## src/rtl/echo_requester.sv

```systemverilog
// Echo requester: issues a burst of sequential echoReq payloads and checks returning echoes in order.
// Latency: first request the cycle after start; an echo is compared and retired in the cycle it is accepted.
// Backpressure: issue stalls on echoReq__RDY=0 or a full scoreboard; echoes are accepted only while outstanding.
module echo_requester #(
  parameter int DATA_WIDTH      = 32,
  parameter int MAX_OUTSTANDING = 4,
  parameter int COUNT_WIDTH     = 16
) (
  input  logic                   CLK,
  input  logic                   nRST,
  // burst control
  input  logic                   start__ENA,
  input  logic [COUNT_WIDTH-1:0] start_count,
  input  logic [DATA_WIDTH-1:0]  start_seed,
  output logic                   start__RDY,
  // request channel towards the server
  output logic                   echoReq__ENA,
  output logic [DATA_WIDTH-1:0]  echoReq_v,
  input  logic                   echoReq__RDY,
  // indication channel from the server
  input  logic                   echo__ENA,
  input  logic [DATA_WIDTH-1:0]  echo_v,
  output logic                   echo__RDY,
  // status
  output logic                   busy,
  output logic                   done,
  output logic [COUNT_WIDTH-1:0] sent_count,
  output logic [COUNT_WIDTH-1:0] recv_count,
  output logic [COUNT_WIDTH-1:0] err_count,
  output logic [DATA_WIDTH-1:0]  first_err_exp,
  output logic [DATA_WIDTH-1:0]  first_err_got
);

  // Scoreboard geometry. Depth is a power of two so the pointers wrap for free.
  localparam int PTR_W = (MAX_OUTSTANDING > 1) ? $clog2(MAX_OUTSTANDING) : 1;
  localparam int OCC_W = PTR_W + 1;
  localparam logic [OCC_W-1:0] OCC_FULL = OCC_W'(MAX_OUTSTANDING);

  // Burst sequencing states.
  localparam logic [1:0] ST_IDLE  = 2'd0;
  localparam logic [1:0] ST_RUN   = 2'd1;
  localparam logic [1:0] ST_DRAIN = 2'd2;
  localparam logic [1:0] ST_DONE  = 2'd3;

  // ---------------------------------------------------------------------
  // State
  // ---------------------------------------------------------------------
  logic [1:0]             state_q,    state_d;
  logic [COUNT_WIDTH-1:0] count_q,    count_d;
  logic [DATA_WIDTH-1:0]  next_val_q, next_val_d;
  logic [COUNT_WIDTH-1:0] sent_q,     sent_d;
  logic [COUNT_WIDTH-1:0] recv_q,     recv_d;
  logic [COUNT_WIDTH-1:0] err_q,      err_d;
  logic [DATA_WIDTH-1:0]  fexp_q,     fexp_d;
  logic [DATA_WIDTH-1:0]  fgot_q,     fgot_d;

  // Scoreboard of payloads sent but not yet echoed, oldest at rd_ptr.
  logic [DATA_WIDTH-1:0]  sb_mem [MAX_OUTSTANDING];
  logic [PTR_W-1:0]       wr_ptr_q,   wr_ptr_d;
  logic [PTR_W-1:0]       rd_ptr_q,   rd_ptr_d;
  logic [OCC_W-1:0]       occ_q,      occ_d;

  // ---------------------------------------------------------------------
  // Handshake decode
  // ---------------------------------------------------------------------
  logic                  sb_empty;
  logic                  sb_full;
  logic                  in_burst;
  logic                  can_start;
  logic                  start_fire;
  logic                  issue;
  logic                  echo_rdy;
  logic                  pop;
  logic [DATA_WIDTH-1:0] sb_head;
  logic                  mismatch;

  assign sb_empty   = (occ_q == '0);
  assign sb_full    = (occ_q == OCC_FULL);
  assign in_burst   = (state_q == ST_RUN) || (state_q == ST_DRAIN);
  assign can_start  = (state_q == ST_IDLE) || (state_q == ST_DONE);
  assign start_fire = start__ENA & can_start;

  // A full scoreboard blocks issue even if an echo retires this cycle, so
  // the request path never depends combinationally on echo__ENA.
  assign issue = (state_q == ST_RUN) & (sent_q < count_q) & ~sb_full & echoReq__RDY;

  // Echoes are only taken while something is outstanding inside a burst;
  // stray echoes after a reset are refused because the scoreboard is empty.
  assign echo_rdy = in_burst & ~sb_empty;
  assign pop      = echo__ENA & echo_rdy;
  assign sb_head  = sb_mem[rd_ptr_q];
  assign mismatch = pop & (echo_v != sb_head);

  // ---------------------------------------------------------------------
  // Next-state logic
  // ---------------------------------------------------------------------

  // Scoreboard pointers and occupancy: push on issue, pop on accepted echo.
  always_comb begin
    wr_ptr_d = wr_ptr_q;
    rd_ptr_d = rd_ptr_q;
    occ_d    = occ_q;
    if (issue) begin
      wr_ptr_d = wr_ptr_q + PTR_W'(1);
    end
    if (pop) begin
      rd_ptr_d = rd_ptr_q + PTR_W'(1);
    end
    if (issue && !pop) begin
      occ_d = occ_q + OCC_W'(1);
    end else if (pop && !issue) begin
      occ_d = occ_q - OCC_W'(1);
    end
  end

  // Burst counters, payload generator, error capture and state sequencing.
  always_comb begin
    state_d    = state_q;
    count_d    = count_q;
    next_val_d = next_val_q;
    sent_d     = sent_q;
    recv_d     = recv_q;
    err_d      = err_q;
    fexp_d     = fexp_q;
    fgot_d     = fgot_q;

    // Request side: payloads are consecutive and wrap at the data width.
    if (issue) begin
      next_val_d = next_val_q + DATA_WIDTH'(1);
      sent_d     = sent_q + COUNT_WIDTH'(1);
    end

    // Indication side: retire the oldest entry and record any mismatch.
    if (pop) begin
      recv_d = recv_q + COUNT_WIDTH'(1);
    end
    if (mismatch) begin
      if (err_q != '1) begin
        err_d = err_q + COUNT_WIDTH'(1);
      end
      // Only the first mismatch of the burst is kept for debug.
      if (err_q == '0) begin
        fexp_d = sb_head;
        fgot_d = echo_v;
      end
    end

    case (state_q)
      ST_IDLE, ST_DONE: begin
        // No issue or pop can happen here, so the start values win cleanly.
        if (start_fire) begin
          count_d    = start_count;
          next_val_d = start_seed;
          sent_d     = '0;
          recv_d     = '0;
          err_d      = '0;
          fexp_d     = '0;
          fgot_d     = '0;
          state_d    = (start_count == '0) ? ST_DONE : ST_RUN;
        end
      end
      ST_RUN: begin
        // Last issue this edge: drain, or finish outright if nothing remains.
        if (sent_d == count_q) begin
          state_d = (occ_d == '0) ? ST_DONE : ST_DRAIN;
        end
      end
      ST_DRAIN: begin
        if (occ_d == '0) begin
          state_d = ST_DONE;
        end
      end
      default: begin
        state_d = ST_IDLE;
      end
    endcase
  end

  // ---------------------------------------------------------------------
  // Registers
  // ---------------------------------------------------------------------

  // Control and status registers with synchronous active-low reset.
  always_ff @(posedge CLK) begin
    if (!nRST) begin
      state_q    <= ST_IDLE;
      count_q    <= '0;
      next_val_q <= '0;
      sent_q     <= '0;
      recv_q     <= '0;
      err_q      <= '0;
      fexp_q     <= '0;
      fgot_q     <= '0;
      wr_ptr_q   <= '0;
      rd_ptr_q   <= '0;
      occ_q      <= '0;
    end else begin
      state_q    <= state_d;
      count_q    <= count_d;
      next_val_q <= next_val_d;
      sent_q     <= sent_d;
      recv_q     <= recv_d;
      err_q      <= err_d;
      fexp_q     <= fexp_d;
      fgot_q     <= fgot_d;
      wr_ptr_q   <= wr_ptr_d;
      rd_ptr_q   <= rd_ptr_d;
      occ_q      <= occ_d;
    end
  end

  // Scoreboard storage; contents are only meaningful below the occupancy count.
  always_ff @(posedge CLK) begin
    if (issue) begin
      sb_mem[wr_ptr_q] <= next_val_q;
    end
  end

  // ---------------------------------------------------------------------
  // Outputs
  // ---------------------------------------------------------------------
  assign start__RDY    = can_start;
  assign echoReq__ENA  = issue;
  assign echoReq_v     = issue ? next_val_q : '0;
  assign echo__RDY     = echo_rdy;
  assign busy          = in_burst;
  assign done          = (state_q == ST_DONE);
  assign sent_count    = sent_q;
  assign recv_count    = recv_q;
  assign err_count     = err_q;
  assign first_err_exp = fexp_q;
  assign first_err_got = fgot_q;

`ifndef SYNTHESIS
  // Structural invariants of the scoreboard and request handshake.
  a_occ_bound: assert property (@(posedge CLK) disable iff (!nRST)
    occ_q <= OCC_FULL);
  a_issue_rdy: assert property (@(posedge CLK) disable iff (!nRST)
    echoReq__ENA |-> echoReq__RDY);
  a_idle_empty: assert property (@(posedge CLK) disable iff (!nRST)
    (state_q == ST_IDLE || state_q == ST_DONE) |-> (occ_q == '0));
`endif

endmodule

```

## config.mk

```make
export PLATFORM = sky130hd
export DESIGN_NAME = echo_requester
export DESIGN_NICKNAME = d
export VERILOG_FILES = /design/src/rtl/echo_requester.sv
export SDC_FILE = /design/constraint.sdc
export NUM_CORES = 1
export LEC_CHECK = 0
export CORE_AREA = 2 2 162 164
export DETAILED_ROUTE_END_ITERATION = 16
export DIE_AREA = 0 0 164 166
export GPL_TIMING_DRIVEN = 0
export PLACE_DENSITY_LB_ADDON = 0.08
export SLEW_MARGIN = 20
export SYNTH_ARGS = -nofsm -noshare
export SYNTH_HDL_FRONTEND = slang
export SYNTH_SLANG_ARGS = --single-unit
```

## constraint.sdc

```tcl
create_clock -name CLK -period 3.8 [get_ports CLK]
set_input_delay 0.57 -clock CLK [delete_from_list [all_inputs] [get_ports CLK]]
set_output_delay 0.57 -clock CLK [all_outputs]
set_load 0.01 [all_outputs]
```

======== Word-level counts from Yosys, hierarchy flattened ========
Memories as Yosys holds them, arrays and structs flattened. A register that Yosys moved wholly into a read port is not among the register bits.
Index checks and enable logic that the tools add are counted.
storage, ports and cells
  output and inout port bits .............. 149
  latch bits .............................. 0
  logic and storage cells ................. 88
  bits in writable memories ............... 128
  register bits after elaboration ......... 169
  memory bits (read-only) ................. 0
  memories ................................ 1
operators by class
  muxes and demuxes ....................... 34
  shift operators ......................... 0
  bitwise operators ....................... 9
  magnitude comparators ................... 1
  add/subtract/negate cells ............... 8
  $mul .................................... 0
  reductions and logical operators ........ 14
  div/mod/pow operators ................... 0
  eq/ne operators ......................... 10
memory list
  memory  depth  width  read ports  clocked after Yosys merged registers in  wr ports  RTL line  RTL
  sb_mem  4      32     1           1                                        1         58        logic [DATA_WIDTH-1:0] sb_mem [MAX_OUTSTANDING];
operator list
  operator                                                                 number
  32-bit 2-to-1 mux                                                        12
  16-bit 2-to-1 mux                                                        10
  16-bit by 1-bit adder with 16-bit output, second input constant          3
  32-bit by 1-bit adder with 32-bit output, second input constant          1
  16-bit logical NOT                                                       2
  32-bit inequality test                                                   1
  16-bit equality test                                                     1
  16-bit less-than comparator                                              1
  16-bit inequality test, second input constant                            1
  2-bit 2-to-1 mux                                                         6
  1-bit bitwise AND                                                        7
  3-bit logical NOT                                                        2
  3-bit 2-to-1 mux                                                         2
  2-bit case mux with 3 select lines                                       1
  2-bit by 1-bit adder with 2-bit output, second input constant            2
  2-bit equality test, second input constant                               2
  2-bit by 1-bit inequality test with 1-bit output, second input constant  2
  3-bit by 1-bit adder with 3-bit output, second input constant            1
  3-bit equality test, second input constant                               1
  1-bit 2-to-1 mux                                                         3
  3-bit AND reduction                                                      1
  3-bit by 1-bit subtractor with 3-bit output, second input constant       1
  2-bit by 1-bit equality test with 1-bit output, second input constant    1
  1-bit logical AND                                                        2
  7 further kinds                                                          10

======== Logic depth before layout (Yosys ltp) ========
  depth after elaboration ................. 12
  depth in mapped cells ................... 14
  mapped depth without buffers ............ 13

======== Worst setup path after synthesis ========
No wires, ideal clock.
  path type ............................... register to register
  start ................................... register sent_q[13] (netlist: sent_count[13])
  end ..................................... memory sb_mem[1][0], enable pin
  period minus slack after synthesis ...... 3,572 ps
  arrival ................................. 3,180 ps
  setup slack ............................. 228 ps
  cell stages (with the launch flop) ...... 11
  data required time ...................... 3,408 ps
  path through ............................ dfxtp_1 ha_1 a211oi_1 nor2_1 a2111oi_4 nand3_2 buf_6 clkinv_2 clkbuf_1 clkbuf_1 and2_1
between the ends
  longest elaborated chain between the ends .. 6
ends and longest elaborated chain
  what                                    RTL line  RTL
  start: declaration                      51        logic [COUNT_WIDTH-1:0] sent_q, sent_d;
  start signal: assignment                201       sent_q <= sent_d;
  16-bit less-than comparator             85        assign issue = (state_q == ST_RUN) & (sent_q < count_q) & ~sb_full & echoReq__RDY;
  1-bit bitwise AND (3 in series)         85
  1-bit 2-to-1 mux                        214       if (issue) begin
  1-bit 2-to-1 mux (not written as such)  215       sb_mem[wr_ptr_q] <= next_val_q;
  end: declaration                        58
No other way between the ends.

======== Worst setup path in the final report ========
  start ................................... register count_q[13]
  end ..................................... output port echoReq_v[28]
between the ends
  longest elaborated chain between the ends .. 5
ends and longest elaborated chain
  what                             RTL line  RTL
  start: declaration               49        logic [COUNT_WIDTH-1:0] count_q, count_d;
  start signal: assignment         199       count_q <= count_d;
  16-bit less-than comparator      85
  1-bit bitwise AND (3 in series)  85
  32-bit 2-to-1 mux                224       assign echoReq_v = issue ? next_val_q : '0;
  end: declaration                 18        output logic [DATA_WIDTH-1:0] echoReq_v,
No other way between the ends.

==> results_dict.tcl <==
set metrics [dict create \
    insertedDiodeCount 0 \
    synth_seq_cells 299 \
    holdCritStartpoint "count_q[2]" \
    clk_pin_slew_ps 60 \
    cp_slowest_cell "clkdlybuf4s50_1" \
    grt_start_max_net_pins 25 \
    core_mm2 0.0256 \
    grt-ovfl-total 0 \
    syn_nets 1304 \
    io_pins 234 \
    worstSetupStartpoint "count_q[13]" \
    cpPeakStageDelay_ps 550 \
    crit_chain "inv_1, ha_1, a211oi_2, nor2_1, a2111oi_4, nand3_2, buf_8, clkinv_8, buf_6, and2_1, clkdlybuf4s50_1" \
    p_leak_uw 0.00620 \
    finalMaxSlewViolations 0 \
    die-area_mm2 0.0272 \
    fill_cells 1980 \
    cts_tree "built" \
    tightest_slew_ps 824 \
    cap_violations 0 \
    cp_top_family "buffers and inverters" \
    synth_cell_type_count 62 \
    die_y_um 166 \
    async_flop_share 0 \
    routed_wl_um 35500 \
    slew_headroom 0.451 \
    track_usage 0.257 \
    die_x_um 164 \
    grt_pass1_vias 9644 \
    path_buf_inv 5 \
    endpoint_kind "output pin" \
    synth_area_mm2 0.0133 \
    route.detailed.drc 0 \
    setup_viol 0 \
    grt_first_pass_wirelength_um 54500 \
    vias 10000 \
    synth_top_cell_by_area "edfxtp_1" \
    period_needed_ps 3700 \
    drtAntennaViolNets 0 \
    insertion_delay_ps 560 \
    place.gp.congestion 0.888 \
    synth_area_leaders "edfxtp_1, dfxtp_1, mux4_2" \
    drt_pre_antenna_iters 5 \
    cts_buffer_depth 3 \
    vias_per_cell 5.50 \
    ff2ff_setup_slack_ps 140 \
    worstPathArrival_ps 3130 \
    hold_buffers 0 \
    required_ps 3230 \
    status "completed" \
    synth.top_cell.area_share 0.289 \
    start_kind "flop" \
    placed_area_mm2 0.0162 \
    synth_flop_cell "dfxtp_1" \
    worstSetupPathType "flop to output pin" \
    cts.sinks 299 \
    hold_violations 0 \
    cp_max_fo 11 \
    cts_made_buffers 30 \
    r2r_start "count_q[13]" \
    fin_area_mm2 0.0176 \
    fin_worst_skew_ps 13.7 \
    first_iter_violations 787 \
    cts.root.buffer_cell "clkbuf_16" \
    port_buffers 233 \
    vdd_drop_max_v 0.000363 \
    max_freq_ghz 0.271 \
    p_per_area_mw_per_mm2 583 \
    drive_gt1_frac 0.105 \
    rows 59 \
    initial_core_util 0.520 \
    yosys_warnings 0 \
    dp.final_hpwl_um 26000 \
    area_delta_synth_final_pct 31.9 \
    synth_edf_count 128 \
    fin_nets 1580 \
    seq_area_frac_synth 0.546 \
    synth_cells 1188 \
    synth.avg_cell_area_um2 11.2 \
    grt_antenna_before_repair 0 \
    h-tree-depth 1 \
    setup_tns_ps 0 \
    rsz0062_at_grt "true" \
    hp-class "flop to flop" \
    routedWlPerCell_um 19.5 \
    fin_crit_sh 0.973 \
]
[state kept, by name, indices dropped and copies added, names as in the netlist, 3 cells and up, named ones only]
register and flops:
occ_q 3, sb_mem 128, count_q 16, err_count 16
sent_count 16, first_err_exp 32, next_val_q 32, first_err_got 32
recv_count 16
[repair_timing]
action / CTS / global route
gates resized for setup: 53 / 14
setup endpoints to repair: 163 / 25
pin swaps: 6 / 3
buffers inserted: 6 / 2
[kinds of logic (layout without fill, tap and decap cells)]
family	Yosys count	count (layout)	share of synthesized area
xor+xnor	115	115	0.0756
flops	299	299	0.546
compound gates	115	115	0.0605
simple gates	442	442	0.159
fa+ha+maj	31	31	0.0291
mux	96	96	0.102
buf+inv	90	390	0.0274
[worst register-to-register path, delay by kind of cell, from the launching register on]
| kind | cells | cell delay (ps) |
|---|---|---|
| AO/OA/AOI/OAI | 4 | 750 |
| adder cells (fa/ha/maj) | 1 | 300 |
| buffers and inverters | 3 | 440 |
| AND/OR/NAND/NOR | 6 | 1690 |
| flip-flops | 1 | 370 |
[area by class of cell]
| class | instances | area, um2 | area share |
|---|---|---|---|
| plain buffers | 55 | 292 | 0.0166 |
| clock buffers | 32 | 778 | 0.0443 |
| clock inverters | 24 | 418 | 0.0238 |
| inverters | 34 | 140 | 0.00798 |
| multi-input cells | 799 | 5740 | 0.327 |
| flip-flops and latches | 299 | 7290 | 0.415 |
| well taps | 335 | 419 | 0.0239 |
| repair buffers | 245 | 2490 | 0.142 |
[power breakdown]
| part | leakage (uW) | switching, uW | internal, uW |
|---|---|---|---|
| clock network | 0.000584 | 1260 | 2230 |
| logic | 0.00304 | 1360 | 1130 |
| registers | 0.00257 | 446 | 3800 |
[layout by cell type, fill, tap and decap left out, types with 37 or more instances in the layout]
master	count
clkdlybuf4s50_1	211
nor2_1	171
dfxtp_1	155
edfxtp_1	128
nand2_1	86
xnor2_1	69
mux2i_1	64
xor2_1	46
and2_1	39
a21oi_1	37
[cells in the mapped netlist, drive strengths merged (3+ instances only)]
| library cell | instances |
|---|---|
| and3 | 20 |
| clkbuf | 35 |
| a31oi | 3 |
| o21ai | 12 |
| dfxtp | 171 |
| ha | 31 |
| buf | 21 |
| nand4 | 34 |
| mux4 | 32 |
| a311oi | 4 |
| nor2 | 172 |
| a21o | 4 |
| edfxtp | 128 |
| nor4 | 9 |
| nor2b | 6 |
| mux2i | 64 |
| a211oi | 30 |
| nand3 | 37 |
| nand2b | 3 |
| and4 | 7 |
| inv | 33 |
| or3 | 6 |
| o211ai | 4 |
| nor3 | 14 |
| xnor2 | 69 |
| nand2 | 86 |
| xor2 | 46 |
| a21oi | 37 |
| and2 | 43 |
[metrics by stage]
stage          worst slack, ps   util  total power, uW  std cells  hold WS, ps
6_report                   104  0.686            10200       1823          479
5_1_grt                   3.22  0.686            10700       1823          509
4_1_cts                  0.707  0.684            10300       1822          480
3_5_place_dp              -586  0.632             6690       1760          472
3_3_place_gp             -1030  0.627             6640       1756          453
2_1_floorplan              228      -             5690       1188          436
[path summary, 6_finish.rpt]
kind	end	cells past startpoint
hold reg to reg	count_q[2]	2
hold / removal	count_q[2]	2
setup reg to reg	state_q[0]	14
setup / recovery	echoReq_v[28]	11
[layer usage]
metal / share of wire / wire length (um) / GRT usage / vias up
met3: 0.068 / 2410 / 0.0297 / 55
li1: - / - / - / 4785
met5: 0 / 0 / 0 / -
met1: 0.47 / 16500 / 0.390 / 4809
met4: 0.021 / 738 / 0.0629 / 0
met2: 0.45 / 15800 / 0.395 / 385
(Power assumes the default switching activity.)
==> variant 1, RTL diff (config.mk and constraints unchanged) <==
Take the reset off `next_val_q` and load it in a clocked block of its own.
--- a/src/rtl/echo_requester.sv
+++ b/src/rtl/echo_requester.sv
@@ -185,7 +185,6 @@
     if (!nRST) begin
       state_q    <= ST_IDLE;
       count_q    <= '0;
-      next_val_q <= '0;
       sent_q     <= '0;
       recv_q     <= '0;
       err_q      <= '0;
@@ -197,7 +196,6 @@
     end else begin
       state_q    <= state_d;
       count_q    <= count_d;
-      next_val_q <= next_val_d;
       sent_q     <= sent_d;
       recv_q     <= recv_d;
       err_q      <= err_d;
@@ -207,6 +205,10 @@
       rd_ptr_q   <= rd_ptr_d;
       occ_q      <= occ_d;
     end
+  end
+
+  always_ff @(posedge CLK) begin
+    next_val_q <= next_val_d;
   end
 
   // Scoreboard storage; contents are only meaningful below the occupancy count.
Formal check against the unedited RTL: no difference found for any inputs over 4 cycles, from zero or initial values and one cycle with nRST low; that may be too few to reach the edited logic, so the function may still have changed.
==> variant 1 against the unedited design <==
Setup slack lost 0.056 ns. Sequential cell count did not move. Synthesized area down 0.93%. Synthesized cell count down 2.2%. First-iteration DRC count down 8.0%. Routed wire length shrank 0.95%. Final area shrank 1.8%. Power shrank 1.5%. Final cell count shrank 0.93%. Critical path type is now register to register. Highest routed layer is now met5.
==> variant 1: results (changes against the unedited design) <==
syn_nets 1278 (-2.0%); Power Density 585 mW/mm2 (+0.34%); post-placement cell area 0.0160 mm2 (-0.90%); Crit path arrival time 4.20 ns (+1.07 ns); crit-path max cell delay 0.60 ns (+0.05 ns); NetSw 3.25 mW (+5.7%); fill count 1948 (-1.6%); Synth Area in Compound Gates 5.14% (-0.91 points); First DRT Iteration DRCs 724 (-8.0%); xor and xnor area share after synthesis 7.94% (+0.37 points); vias in the first global route 9559 (-0.88%); gp weighted congestion 0.891 (+0.32%); post-cts repair resize count 98 (+85%); antenna violations before repair 1 (+1); ant diodes 0 (unchanged); Placement Setup Slack -1.05 ns (-0.460 ns); flip-flop and latch power 4.46 mW (+4.9%); Setup Buffers After CTS 10 (+4); via count 9851 (-1.8%); Commonest cells post-synth 171 x dfxtp_1, 128 x edfxtp_1, 124 x nor2_1, 117 x nand2_1, 67 x mux2i_1; P_comb 2.70 mW (+8.0%); number of flip-flops in the largest register 128 (unchanged); Detailed Place HPWL 25100 um (-3.4%); IO Port Bufs 233 (unchanged); Avg Cell Area, Syn 11.4 um2 (+1.3%); WL/cell 19.5 um (about the same); Inst Count DP 1734 (-1.5%); Worst IR Drop VDD 0.398 mV (+9.5%); Final Skew 0.0151 ns (+0.00135 ns); first-pass GRT wire length 53100 um (-2.6%); mux contribution to synthesized area 10.5% (+0.32 points); Largest delay share family, worst path simple AND/OR/NAND/NOR gates; GRT Util Overall 25.1% (-0.57 points); leakage power 5.99 nW (-3.3%); DR pass1 iterations 5 (unchanged); largest net degree at the start of global routing 28 (+12%); Crit Path Max Fanout 3 (-8); status finished clean; fin cells 1806 (-0.93%); Worst Tran Pin Value 0.855 ns (+0.0309 ns); Synth cell types 61 (-1.6%); fraction of layout cells with a size suffix above 1 12.1% (+1.6 points); largest cells by area after synthesis edfxtp_1 29%, dfxtp_1 26%, mux4_2 5.5%; fin nets 1563 (-1.1%); Slowest-stage cell, CP or4_4; Synth Area in Adders 2.94% (+0.027 points); Top reg by flops sb_mem; post-synthesis sequential area ratio 55.1% (+0.51 points)
## variant 1: worst paths after layout
kind,cells past startpoint,endpoint,slack (ns),from
worst max-delay path,13,state_q[0],0.05,count_q[15]
worst min-delay path,2,count_q[7],0.47,count_q[7]
worst max register to register,13,state_q[0],0.05,count_q[15]
worst min register to register,2,count_q[7],0.47,count_q[7]
## variant 1: cell type report
class / count / area, um2 / area share (%)
multi-input cells: 778 / 5690 / 33.0
clock buffers: 35 / 821 / 4.76
well taps: 335 / 419 / 2.43
plain buffers: 52 / 297 / 1.72
inverters: 31 / 121 / 0.704
repair buffers: 255 / 2430 / 14.1
flip-flops and latches: 299 / 7290 / 42.3
clock inverters: 21 / 174 / 1.01
## variant 1: per-layer routing
metal	global-route usage, %	vias to the layer above	wire length (um)
met5	0	-	13
met4	8.73	2	1120
met3	4.32	71	2230
met2	40.5	351	16300
met1	34.4	4726	15500
li1	-	4701	-
==> variant 2, RTL diff (same flow settings) <==
Made on the original files. Make the reset (`nRST`) asynchronous in one clocked block. Comments in the files are not updated.
--- a/src/rtl/echo_requester.sv
+++ b/src/rtl/echo_requester.sv
@@ -181,7 +181,7 @@
   // ---------------------------------------------------------------------
 
   // Control and status registers with synchronous active-low reset.
-  always_ff @(posedge CLK) begin
+  always_ff @(posedge CLK or negedge nRST) begin
     if (!nRST) begin
       state_q    <= ST_IDLE;
       count_q    <= '0;
Formal check against the unedited RTL: differs if nRST is asserted again (counterexample within 4 cycles, from zero or initial values and one cycle with nRST low); with nRST held inactive, the same outputs for 4 cycles.
==> variant 2 against the unedited design <==
Critical path depth unchanged. Setup slack worse by 0.079 ns. Final area up 4.8%. Synthesized area up 5.7%. Register-to-register slack worse by 0.08 ns. Core utilization up 3.3 points. Sequential share of layout area up 2.4 points. First-iteration DRC count down 16%. Sequential cell count down 2. Routed wire length up 4.3%. Critical path type unchanged. Highest routed layer is now met5.
Power is not compared: it rests on default switching activity, and its combinational part moved more than twofold at a synthesized area within 25%.
==> variant 2: results (changes against the unedited design) <==
IO Port Bufs 233 (unchanged); first-pass GRT wire length 58000 um (+6.3%); asr flop ratio synth 56.9% (+57 points); status finished clean; Crit path arrival time 3.20 ns (+0.07 ns); fin nets 1554 (-1.6%); Synth Area in Adders 2.75% (-0.16 points); Final Skew 0.0152 ns (+0.00149 ns); Worst IR Drop VDD 0.529 mV; worst min-delay path class input port to asynchronous set/reset pin; worst flop-to-flop path startpoint count_q[8]; Commonest cells post-synth 169 x dfrtp_1, 128 x edfxtp_1, 127 x nor2_1, 93 x nand2_1, 70 x mux2i_1; Detailed Place HPWL 26100 um (+0.30%); number of synthesized flops with an enable pin 128 (unchanged); post-placement cell area 0.0170 mm2 (+5.1%); Slowest-stage cell, CP or3_4; total power 13.4 mW; maximum clock insertion buffer count 3 (unchanged); GRT Util Overall 27.5% (+1.8 points); antenna violations before repair 1 (+1); syn_nets 1257 (-3.6%); ant diodes 0 (unchanged); htree depth 1 (unchanged); fill count 1881 (-5.0%); crit-path max cell delay 0.40 ns (-0.15 ns); DR pass1 iterations 5 (unchanged); post-synthesis sequential area ratio 57.3% (+2.8 points); Top reg by flops sb_mem; Crit Path Max Fanout 10 (-1); Largest delay share family, worst path simple AND/OR/NAND/NOR gates; CTS Buf Count 30 (unchanged); largest net degree at the start of global routing 65 (+160%); Setup Crit Path Kind register to primary output; Clock Latency Late Sink 0.56 ns (about the same); Synth cell types 76 (+23%); most frequent cell after synthesis dfrtp_1; DRT Wirelength 37000 um (+4.3%); root buffer cell clkbuf_16; vias in the first global route 10.4k (+7.3%); largest cells by area after synthesis dfrtp_1 30%, edfxtp_1 27%, mux4_2 5.1%; relative slew slack 34.6% (-10 points); ys flop type dfrtp_1; Ys Warns 0 (unchanged); number of flip-flops in the largest register 128 (unchanged); final-report max-slew violation count 0 (unchanged); P_int 8.49 mW; P_comb 5.33 mW; leakage power 7.22 nW; clock slew at reported path FFs 0.07 ns; xor and xnor area share after synthesis 7.21% (-0.35 points); First DRT Iteration DRCs 665 (-16%); fraction of layout cells with a size suffix above 1 14.1% (+3.6 points); gp weighted congestion 0.895 (+0.81%); Synth Area in Compound Gates 5.67% (-0.38 points); register share of total power 37.4%; Vias per Instance 5.61 (+1.9%); mux contribution to synthesized area 10.3% (+0.031 points)
## variant 2: layout make-up
type | count | area share (%)
Sequential cell | 297 | 43.9
Multi-Input combinational cell | 760 | 31.5
Timing Repair Buffer | 265 | 14.4
Clock buffer | 35 | 4.35
Tap cell | 335 | 2.28
Buffer | 49 | 1.58
Clock inverter | 21 | 1.21
Inverter | 35 | 0.727
## variant 2: repair_timing
| item | CTS | global route |
|---|---|---|
| pin swaps | 6 | 5 |
| resized for setup | 63 | 24 |
| buffers inserted | 21 | 4 |
| setup endpoints to repair | 141 | 96 |
| hold buffers | 1 | 0 |
| hold endpoints to repair | 46 | 0 |
## variant 2: through the flow
| stage | utilization (%) | cells | setup slack (ns) | hold WS [ns] |
|---|---|---|---|---|
| floorplan | - | 1141 | 0.496 | 0.274 |
| global placement | 65.7 | 1709 | -5.22 | 0.499 |
| detailed placement | 66.4 | 1715 | -0.331 | 0.503 |
| CTS | 71.3 | 1793 | 0.000150 | 0.501 |
| global route | 71.9 | 1797 | -0.00502 | 0.533 |
| finish | 71.9 | 1797 | 0.0255 | 0.503 |
## variant 2: path summary, 6_finish.rpt
| kind | to | slack, ns | depth (start not counted) |
|---|---|---|---|
| setup reg to reg | state_q[0] | 0.06 | 13 |
| hold / removal | first_err_exp[7] | 0.50 | 2 |
| max in group asynchronous | sent_count[4] | 2.58 | 3 |
| setup / recovery | echoReq_v[19] | 0.03 | 11 |
| min in group CLK | first_err_got[23] | 0.52 | 2 |
| hold reg to reg | first_err_got[23] | 0.52 | 2 |
## variant 2: layer usage
metal / up-vias / wire [um] / track usage (%)
met5: - / 11 / 0
met2: 329 / 18600 / 47.2
met1: 4998 / 15400 / 36.4
met4: 2 / 907 / 7.63
li1: 4694 / - / -
met3: 59 / 2130 / 4.35
